## src/rtl/channel_err_injector_if.sv

```systemverilog
// Bundle of the channel-model data path between the convolutional encoder and the Viterbi
// decoder.
//   master : the side driving symbols in and reading statistics (testbench / encoder side)
//   slave  : channel_err_injector
// Signals:
//   valid_i, sym_i      clean encoder symbol and its qualifier
//   mode_i              0 pass-through, 1 single-bit, 2 random mask, 3 burst
//   burst_len_i         burst length in symbols (mode 3; 0 behaves as 1)
//   clr_i               synchronous clear of the statistics counters
//   force_i             only with ERR_INJ_FORCE_EN: forces a trigger on a valid symbol
//   valid_o, sym_o      corrupted symbol, one cycle after the input
//   err_mask_o          mask applied to the current sym_o
//   sym_ct_o            valid symbols passed (wraps)
//   bit_err_ct_o        total flipped bits (saturates)
interface channel_err_injector_if #(
   parameter int unsigned SYM_W = 2,
   parameter int unsigned CNT_W = 32
);
   logic             valid_i;
   logic [SYM_W-1:0] sym_i;
   logic [1:0]       mode_i;
   logic [3:0]       burst_len_i;
   logic             clr_i;
`ifdef ERR_INJ_FORCE_EN
   logic             force_i;
`endif
   logic             valid_o;
   logic [SYM_W-1:0] sym_o;
   logic [SYM_W-1:0] err_mask_o;
   logic [CNT_W-1:0] sym_ct_o;
   logic [CNT_W-1:0] bit_err_ct_o;

   modport master (
`ifdef ERR_INJ_FORCE_EN
      output force_i,
`endif
      output valid_i, sym_i, mode_i, burst_len_i, clr_i,
      input  valid_o, sym_o, err_mask_o, sym_ct_o, bit_err_ct_o
   );

   modport slave (
`ifdef ERR_INJ_FORCE_EN
      input  force_i,
`endif
      input  valid_i, sym_i, mode_i, burst_len_i, clr_i,
      output valid_o, sym_o, err_mask_o, sym_ct_o, bit_err_ct_o
   );
endinterface

```

## src/rtl/channel_err_injector.sv

```systemverilog
// Channel model injecting bit errors into SYM_W-bit encoded symbols. A 16-bit Fibonacci LFSR
// (x^16+x^14+x^13+x^11+1), stepped once per valid symbol, fires a trigger when its low
// RATE_BITS bits are all ones. Modes: pass-through, MSB flip, random mask, MSB-flip burst.
// Symbol and flipped-bit statistics are kept on chip.
// Ports:
//   clk     clock
//   rst     asynchronous active-low reset
//   bus_io  channel_err_injector_if.slave (symbol in/out, mode, statistics)
// Optional feature: define ERR_INJ_FORCE_EN to add bus_io.force_i, which forces a trigger on
// any valid symbol.
module channel_err_injector #(
   parameter int unsigned SYM_W     = 2,
   parameter int unsigned RATE_BITS = 3,
   parameter logic [15:0] SEED      = 16'hACE1,
   parameter int unsigned CNT_W     = 32
) (
   input logic                   clk,
   input logic                   rst,
   channel_err_injector_if.slave bus_io
);

   // An all-zero LFSR would lock up.
   localparam logic [15:0]      SeedEff = (SEED == 16'h0000) ? 16'h0001 : SEED;
   localparam logic [SYM_W-1:0] MsbHot  = {1'b1, {(SYM_W-1){1'b0}}};

   typedef enum logic [0:0] {StIdle, StBurst} state_e;

   state_e           st_q, st_d;
   logic [3:0]       rem_q, rem_d;
   logic [15:0]      lfsr_q, lfsr_d;
   logic             valid_q;
   logic [SYM_W-1:0] sym_q, sym_d;
   logic [SYM_W-1:0] mask_q, mask_d;
   logic [CNT_W-1:0] sym_ct_q, sym_ct_d;
   logic [CNT_W-1:0] bit_ct_q, bit_ct_d;

   logic             trig;
   logic [SYM_W-1:0] field;
   logic [CNT_W:0]   pop;
   logic [CNT_W:0]   bit_sum;

   always_comb begin
`ifdef ERR_INJ_FORCE_EN
      trig = bus_io.valid_i && ((&lfsr_q[RATE_BITS-1:0]) || bus_io.force_i);
`else
      trig = bus_io.valid_i && (&lfsr_q[RATE_BITS-1:0]);
`endif
      field = lfsr_q[RATE_BITS +: SYM_W];

      st_d   = st_q;
      rem_d  = rem_q;
      lfsr_d = lfsr_q;
      mask_d = mask_q;
      sym_d  = sym_q;

      if (bus_io.valid_i) begin
         lfsr_d = {lfsr_q[14:0], lfsr_q[15] ^ lfsr_q[13] ^ lfsr_q[12] ^ lfsr_q[10]};
         mask_d = '0;
         // Any mode other than burst aborts a running burst on this symbol.
         st_d   = StIdle;
         rem_d  = 4'd0;
         unique case (bus_io.mode_i)
            2'd0: ;
            2'd1: if (trig) mask_d = MsbHot;
            2'd2: if (trig) mask_d = (field == '0) ? MsbHot : field;
            2'd3: begin
               if (st_q == StBurst) begin
                  // Triggers inside a burst are ignored.
                  mask_d = MsbHot;
                  rem_d  = rem_q - 4'd1;
                  st_d   = (rem_d == 4'd0) ? StIdle : StBurst;
               end else if (trig) begin
                  mask_d = MsbHot;
                  rem_d  = (bus_io.burst_len_i == 4'd0) ? 4'd0 : bus_io.burst_len_i - 4'd1;
                  st_d   = (rem_d == 4'd0) ? StIdle : StBurst;
               end
            end
         endcase
         sym_d = bus_io.sym_i ^ mask_d;
      end
   end

   always_comb begin
      pop = '0;
      for (int unsigned i = 0; i < SYM_W; i++) begin
         pop = pop + {{CNT_W{1'b0}}, mask_d[i]};
      end
      bit_sum  = {1'b0, bit_ct_q} + pop;
      sym_ct_d = sym_ct_q;
      bit_ct_d = bit_ct_q;
      if (bus_io.clr_i) begin
         sym_ct_d = '0;
         bit_ct_d = '0;
      end else if (bus_io.valid_i) begin
         sym_ct_d = sym_ct_q + {{(CNT_W-1){1'b0}}, 1'b1};
         bit_ct_d = bit_sum[CNT_W] ? '1 : bit_sum[CNT_W-1:0];
      end
   end

   always_ff @(posedge clk or negedge rst) begin
      if (!rst) begin
         st_q     <= StIdle;
         rem_q    <= 4'd0;
         lfsr_q   <= SeedEff;
         valid_q  <= 1'b0;
         sym_q    <= '0;
         mask_q   <= '0;
         sym_ct_q <= '0;
         bit_ct_q <= '0;
      end else begin
         st_q     <= st_d;
         rem_q    <= rem_d;
         lfsr_q   <= lfsr_d;
         valid_q  <= bus_io.valid_i;
         sym_q    <= sym_d;
         mask_q   <= mask_d;
         sym_ct_q <= sym_ct_d;
         bit_ct_q <= bit_ct_d;
      end
   end

   assign bus_io.valid_o      = valid_q;
   assign bus_io.sym_o        = sym_q;
   assign bus_io.err_mask_o   = mask_q;
   assign bus_io.sym_ct_o     = sym_ct_q;
   assign bus_io.bit_err_ct_o = bit_ct_q;

endmodule

```

## src/flat_wrapper.sv

```systemverilog
// flat-port wrapper written by rule: the top's interface ports become plain ports
module channel_err_injector_flat 
#(
   parameter int unsigned SYM_W     = 2,
   parameter int unsigned RATE_BITS = 3,
   parameter logic [15:0] SEED      = 16'hACE1,
   parameter int unsigned CNT_W     = 32
)
  (clk, rst, bus_io_valid_i, bus_io_sym_i, bus_io_mode_i, bus_io_burst_len_i, bus_io_clr_i, bus_io_valid_o, bus_io_sym_o, bus_io_err_mask_o, bus_io_sym_ct_o, bus_io_bit_err_ct_o);
  channel_err_injector_if #(.SYM_W(SYM_W), .CNT_W(CNT_W)) bus_io_i ();
  input logic clk;
  input logic rst;
  input wire logic [$bits(bus_io_i.valid_i)-1:0] bus_io_valid_i;
  input wire logic [$bits(bus_io_i.sym_i)-1:0] bus_io_sym_i;
  input wire logic [$bits(bus_io_i.mode_i)-1:0] bus_io_mode_i;
  input wire logic [$bits(bus_io_i.burst_len_i)-1:0] bus_io_burst_len_i;
  input wire logic [$bits(bus_io_i.clr_i)-1:0] bus_io_clr_i;
  output wire logic [$bits(bus_io_i.valid_o)-1:0] bus_io_valid_o;
  output wire logic [$bits(bus_io_i.sym_o)-1:0] bus_io_sym_o;
  output wire logic [$bits(bus_io_i.err_mask_o)-1:0] bus_io_err_mask_o;
  output wire logic [$bits(bus_io_i.sym_ct_o)-1:0] bus_io_sym_ct_o;
  output wire logic [$bits(bus_io_i.bit_err_ct_o)-1:0] bus_io_bit_err_ct_o;
  assign bus_io_i.valid_i = bus_io_valid_i;
  assign bus_io_i.sym_i = bus_io_sym_i;
  assign bus_io_i.mode_i = bus_io_mode_i;
  assign bus_io_i.burst_len_i = bus_io_burst_len_i;
  assign bus_io_i.clr_i = bus_io_clr_i;
  assign bus_io_valid_o = bus_io_i.valid_o;
  assign bus_io_sym_o = bus_io_i.sym_o;
  assign bus_io_err_mask_o = bus_io_i.err_mask_o;
  assign bus_io_sym_ct_o = bus_io_i.sym_ct_o;
  assign bus_io_bit_err_ct_o = bus_io_i.bit_err_ct_o;
  channel_err_injector #(.SYM_W(SYM_W), .RATE_BITS(RATE_BITS), .SEED(SEED), .CNT_W(CNT_W)) u_core (.clk(clk), .rst(rst), .bus_io(bus_io_i));
endmodule
```

## config.mk

```make
export PLATFORM = sky130hd
export DESIGN_NAME = channel_err_injector_flat
export DESIGN_NICKNAME = d
export VERILOG_FILES = /design/src/rtl/channel_err_injector_if.sv /design/src/rtl/channel_err_injector.sv /design/src/flat_wrapper.sv
export SDC_FILE = /design/constraint.sdc
export NUM_CORES = 1
export LEC_CHECK = 0
export CAP_MARGIN = 20
export CORE_UTILIZATION = 35
export CTS_CLUSTER_SIZE = 14
export DETAILED_ROUTE_END_ITERATION = 10
export PLACE_DENSITY = 0.63
export SLEW_MARGIN = 20
export SYNTH_ARGS = -nofsm -noshare
export SYNTH_HDL_FRONTEND = slang
export SYNTH_SLANG_ARGS = --single-unit
```

## constraint.sdc

```tcl
create_clock -name clk -period 4.45 [get_ports clk]
set_input_delay 0.6675 -clock clk [delete_from_list [all_inputs] [get_ports clk]]
set_output_delay 0.6675 -clock clk [all_outputs]
set_load 0.02 [all_outputs]
```

# Word level (Yosys, flattened, before mapping)
# Index checks and enable logic that the tools add are counted.
[classes]
n_addsub = 5
eq_ne = 3
muxes = 21
bitwise = 4
reduce_logical = 7
[ops]
columns = ["operator", "count"]
rows = [
  ["$mux 32", 5],
  ["$add 32x33->33", 1],
  ["$add 32x1->32 const B", 1],
  ["$mux 4", 4],
  ["$logic_not 4->1", 3],
  ["$mux 2", 6],
  ["$sub 4x1->4 const B", 2],
  ["$pmux 2 s3", 1],
  ["$mux 1", 5],
  ["$eq 2x2->1 const B", 2],
  ["$reduce_and 3->1", 1],
  ["$xor 1x1->1", 3],
  ["$add 1x1->2", 1],
  ["$eq 2x1->1 const B", 1],
  ["$logic_not 2->1", 1],
  ["$reduce_bool 2->1", 1],
  ["$xor 2x2->2", 1],
  ["$logic_and 1x1->1", 1],
]
[totals]
register_bits = 90
input_bits = 12
out_inout_bits = 69
wordCells = 48

# Longest topological paths before layout
[logic_depth]
word_depth = 12
ltp_mapped = 15
depth_no_buf = 13

# Worst setup path after synthesis
# Ideal clock, no wire load.
[synth_path]
kind = "input to register"
from = "input bus_io_valid_i"
to = "register u_core.bit_ct_q[17], in the netlist u_core.bus_io.bit_err_ct_o[17]"
setup_ns = 0.096
t_arrival_ns = 3.883
required_ns = 4.354
setup_slack_ns = 0.472
path_stages = 14
path_buffers = 4
cell_sequence = "clkbuf_1 -> clkbuf_1 -> clkbuf_1 -> o21ai_0 -> ha_1 -> ha_1 -> inv_1 -> fa_1 -> nor2b_1 -> nand4_1 -> or3_4 -> buf_6 -> and4_1 -> nor4_2"
[synth_via]
word_cells_on_any_way = 13
classes_between = "add/sub (2); mux (9); reduce/logical (2)"
[synth_rtl]
columns = ["element", "line", "rtl"]
rows = [
  ["from (decl)", "flat_wrapper.sv:13", "input wire logic [$bits(bus_io_i.valid_i)-1:0] bus_io_valid_i;"],
  ["$logic_and 1x1->1", "channel_err_injector.sv:46", "trig = bus_io.valid_i && (&lfsr_q[RATE_BITS-1:0]);"],
  ["$mux 2", "channel_err_injector.sv:65", "2'd2: if (trig) mask_d = (field == '0) ? MsbHot : field;"],
  ["$pmux 2 s3", "channel_err_injector.sv:62", "unique case (bus_io.mode_i)"],
  ["$mux 2", "channel_err_injector.sv:56", "if (bus_io.valid_i) begin"],
  ["$mux 2 (*)", "channel_err_injector.sv:56", ""],
  ["named net u_core.mask_d[0]", "channel_err_injector.sv:33", "logic [SYM_W-1:0] mask_q, mask_d;"],
  ["$add 1x1->2 (*)", "channel_err_injector.sv:86", "pop = pop + {{CNT_W{1'b0}}, mask_d[i]};"],
  ["$add 32x33->33 (*)", "channel_err_injector.sv:88", "bit_sum = {1'b0, bit_ct_q} + pop;"],
  ["$mux 32 (*)", "channel_err_injector.sv:96", "bit_ct_d = bit_sum[CNT_W] ? '1 : bit_sum[CNT_W-1:0];"],
  ["$mux 32 (*)", "channel_err_injector.sv:94", "end else if (bus_io.valid_i) begin"],
  ["$mux 32 (*)", "channel_err_injector.sv:91", "if (bus_io.clr_i) begin"],
  ["to (signal assigned)", "channel_err_injector.sv:118", "bit_ct_q <= bit_ct_d;"],
  ["to (decl)", "channel_err_injector.sv:35", "logic [CNT_W-1:0] bit_ct_q, bit_ct_d;"],
]
# Mark *: on every way through the listed nets, which the timed path passes. The rest lies on a longest branch. The select of a mux whose other input is x is not followed.
# A chain may end at the register's enable or synchronous reset.

# Final worst setup path
[layout_path]
from = "input bus_io_mode_i[1]"
to = "register u_core.bit_ct_q[31], in the netlist u_core.bus_io.bit_err_ct_o[31]"
[layout_via]
elab_chain_cells = 9
word_cells_on_any_way = 11
classes_between = "add/sub (2); eq/ne (3); mux (6)"
[layout_lines]
columns = ["element", "line", "rtl"]
rows = [
  ["from (decl)", "flat_wrapper.sv:15", "input wire logic [$bits(bus_io_i.mode_i)-1:0] bus_io_mode_i;"],
  ["$eq 2x2->1 / $eq 2x1->1 (equally long branches)", "channel_err_injector.sv:62", ""],
  ["$pmux 2 s3 (*)", "channel_err_injector.sv:62", ""],
  ["$mux 2 (*) (2 in series)", "channel_err_injector.sv:56", ""],
  ["named net u_core.mask_d[1]", "channel_err_injector.sv:33", ""],
  ["$add 1x1->2 (*)", "channel_err_injector.sv:86", ""],
  ["$add 32x33->33 (*)", "channel_err_injector.sv:88", ""],
  ["$mux 32 (*)", "channel_err_injector.sv:96", ""],
  ["$mux 32 (*)", "channel_err_injector.sv:94", ""],
  ["$mux 32 (*)", "channel_err_injector.sv:91", ""],
]
# Marked as above.

==> load_flow_metrics.sql <==
INSERT INTO impl_metrics (metric_group, metric, value, unit) VALUES
('outcome', 'run_status', 'complete, no violations', ''),
('timing', 'rsz_0062_raised_after_global_routing', 'false', ''),
('final_layout', 'post-route-cell-area', '0.00599', 'mm^2'),
('power_and_ir_drop', 'comb_power_share', '13.2', '%'),
('placed_design', 'gp_congestion', '0.794', ''),
('clock_network', 'cts.sinks', '90', ''),
('floorplan', 'boundaryPins', '81', ''),
('power_and_ir_drop', 'pwr_density_cell', '360', 'mW/mm^2'),
('synth', 'synth_ff_type', 'dfrtp_1', ''),
('final_layout', 'fillerInstances', '1207', ''),
('critical_path', 'critical_path_class', 'in -> reg', ''),
('critical_path', 'worst_ep_required_time', '4.68', 'ns'),
('synth', 'ys_async_sr_fraction', '100', '%'),
('clock_network', 'cts_setup_buffers', '0', ''),
('global_route', 'grt_antenna_before_repair', '0', ''),
('floorplan', 'dieHeight', '118', 'um'),
('final_layout', 'antenna_fix_cells', '0', ''),
('routing', 'routed_wl', '11500', 'um'),
('floorplan', 'start_util', '36.5', '%'),
('power_and_ir_drop', 'total_switching_power', '521', 'uW'),
('routing', 'via_per_inst', '5.37', ''),
('floorplan', 'dieArea', '0.0138', 'mm^2'),
('timing', 'maxSlewViolCount', '0', ''),
('synth', 'avg_synthesized_cell_area', '9.75', 'um^2'),
('placed_design', 'dpl.hpwl', '7600', 'um'),
('global_route', 'grt_start_max_net_pins', '65', ''),
('floorplan', 'rows', '41', ''),
('synth', 'post_synthesis_net_count', '500', ''),
('timing', 'hold_viol_final', '0', ''),
('clock_network', 'clock_tree.buffer_depth', '2', ''),
('synth', 'syn-cell-area', '0.00468', 'mm^2'),
('clock_network', 'holdBufCountCts', '0', ''),
('power_and_ir_drop', 'seqPwrFrac', '46.3', '%'),
('placed_design', 'placement.io_buffers', '80', ''),
('timing', 'tightestPinTransition', '0.950', 'ns'),
('power_and_ir_drop', 'power_frac_clock', '40.5', '%'),
('timing', 'final.period_utilization', '86.6', '%'),
('synth', 'synth_edf_count', '0', ''),
('synth', 'sequential_fraction_of_the_synthesis_area', '48.3', '%'),
('final_layout', 'area_delta_synth_final', '28.0', '%'),
('timing', 'timing.fmax', '259', 'MHz'),
('clock_network', 'clock_buffers_created_by_tritoncts', '9', ''),
('synth', 'yosys_reg_bits', '90', ''),
('clock_network', 'post_cts_resize_count', '0', ''),
('clock_network', 'clkLatencyLatePin', '0.34', 'ns'),
('final_layout', 'fraction_of_final_layout_cells_sized_beyond_drive_strength_1', '9.66', '%'),
('floorplan', 'die_w', '118', 'um'),
('clock_network', 'path_clk_slew', '0.06', 'ns'),
('timing', 'setup-tns-final', '0', 'ns'),
('clock_network', 'clock_tree.htree_level_count', '3', ''),
('final_layout', 'commonest_non_fill_non_tap_cells_in_the_layout', '82 x dfrtp_1, 77 x clkdlybuf4s50_1, 63 x nor2_1', ''),
('final_layout', 'finalNonFillerCells', '731', ''),
('critical_path', 'worst-path-max-fanout', '20', ''),
('final_layout', 'final_core_util', '46.7', '%'),
('timing', 'slew_headroom', '36.2', '%'),
('power_and_ir_drop', 'worst_vdd_drop', '168', 'uV'),
('timing', 'clock_skew', '0.00927', 'ns'),
('timing', 'final_period_minus_worst_setup_slack', '3.85', 'ns'),
('routing', 'vias', '3922', ''),
('worst_hold_path', 'worstHoldPathType', 'in -> async', ''),
('power_and_ir_drop', 'static-leakage-power', '2.46', 'nW'),
('timing', 'finalSetupViolations', '0', ''),
('power_and_ir_drop', 'power_switching_share', '24.2', '%'),
('routing', 'drc_errors', '0', ''),
('critical_path', 'worst_ep_arrival', '4.08', 'ns'),
('floorplan', 'coreArea', '0.0128', 'mm^2'),
('timing', 'hold_slack', '0.397', 'ns'),
('synth', 'synthesis.yosys.warnings', '0', ''),
('final_layout', 'commonest_non_fill_non_tap_cell_in_the_layout', 'dfrtp_1', ''),
('routing', 'detailedRoute.firstPassIterationCount', '4', ''),
('global_route', 'number_of_global_route_vias_before_repair', '3909', '');
## registers in the layout, summed over array words and instances, names as in the netlist
signal / count
u_core.bus_io.bit_err_ct_o: 32
u_core.bus_io.sym_ct_o: 32
u_core.lfsr_q: 16
u_core.rem_q: 4
u_core.bus_io.err_mask_o: 2
u_core.bus_io.sym_o: 2
u_core.bus_io.valid_o: 1
u_core.st_q: 1
## path summary, 6_finish.rpt
path | startpoint | to | slack (ns) | cells past startpoint
max | bus_io_mode_i[1] | u_core.bus_io.bit_err_ct_o[31] | 0.60 | 14
min | rst | u_core.bus_io.bit_err_ct_o[17] | 0.40 | 1
max reg2reg | u_core.lfsr_q[1] | u_core.bus_io.bit_err_ct_o[31] | 0.90 | 13
min reg2reg | u_core.lfsr_q[9] | u_core.lfsr_q[10] | 0.50 | 1
max in group asynchronous | rst | u_core.bus_io.sym_ct_o[2] | 3.14 | 2
min in group clk | u_core.lfsr_q[9] | u_core.lfsr_q[10] | 0.50 | 1
## per-layer routing
metal / global-route usage [%] / share of wire, % / vias up
li1: - / - / 1891
met1: 24.1 / 47 / 1921
met2: 26.4 / 46 / 97
met3: 4.22 / 5.3 / 13
met4: 5.61 / 1.2 / 0
met5: 0 / 0 / -
## cells in the mapped netlist, types with 3 or more instances
library cell	n	share of area, %
and4_1	12	2.2
nor3_1	23	2.5
a21o_1	4	0.64
and3_1	15	2.0
nor2b_1	3	0.40
dfrtp_1	82	44
a31oi_1	12	1.6
o21ai_0	8	0.86
mux2i_1	7	1.5
nand3_1	20	2.1
o21bai_1	5	0.80
buf_1	3	0.24
xor2_1	26	4.9
a21oi_1	11	1.2
nor2_1	63	5.1
dfstp_2	8	4.5
o22ai_1	3	0.40
nor4_1	10	1.3
and2_1	6	0.80
a211oi_1	11	1.8
inv_1	16	1.3
nand2_1	29	2.3
ha_1	7	1.9
clkbuf_1	16	1.3
nand4_1	23	3.1
xnor2_1	10	1.9
mux2_2	15	3.6
## worst max-delay path, cell delays in order
cell and delay (ns):
clkdlybuf4s50_1 0.47, nand3_1 0.10, nand2_1 0.05, a32o_1 0.23, a21o_1 0.17, ha_1 0.27, ha_1 0.16, inv_1 0.06
fa_1 0.40, nor2b_1 0.31, nand4_1 0.18, or3_4 0.53, and2_1 0.20, a211oi_1 0.27
## per-stage QoR
step	setup slack (ns)	power [mW]
floorplan	0.472	1.20
detailed placement	0.253	1.30
finish	0.596	2.16
global route	0.319	2.26
global placement	0.376	1.29
CTS	0.596	2.18
## layout make-up
| class | instances | area (um^2) | share of cell area, % |
|---|---|---|---|
| clock buffers | 9 | 225 | 3.76 |
| well taps | 172 | 215 | 3.59 |
| repair buffers | 85 | 826 | 13.8 |
| flip-flops and latches | 90 | 2260 | 37.8 |
| clock inverters | 7 | 118 | 1.96 |
| inverters | 16 | 60.1 | 1.00 |
| multi-input cells | 352 | 2280 | 38.1 |
## power by group through the flow
stage | Sequential, mW | Clock (mW) | Combinational (mW)
floorplan | 1.01 | 0 | 0.185
detailed placement | 1.01 | 0 | 0.288
CTS | 0.999 | 0.890 | 0.290
global placement | 1.01 | 0 | 0.281
global route | 1.02 | 0.922 | 0.318
finish | 0.999 | 0.874 | 0.284
## cells by family (layout without fill, tap and decap cells)
group                      Yosys count  after routing  synth area share, %
buffers and inverters               38            117                 3.26
xor gates and xnor gates            36             36                 6.74
DFF                                 90             90                 48.3
AOI/OAI and AO/OA                   68             68                 9.89
and+or+nand+nor                    218            218                 24.4
muxes                               22             22                 5.11
adders and majority gates            8              8                 2.30
(Power assumes the default switching activity.)
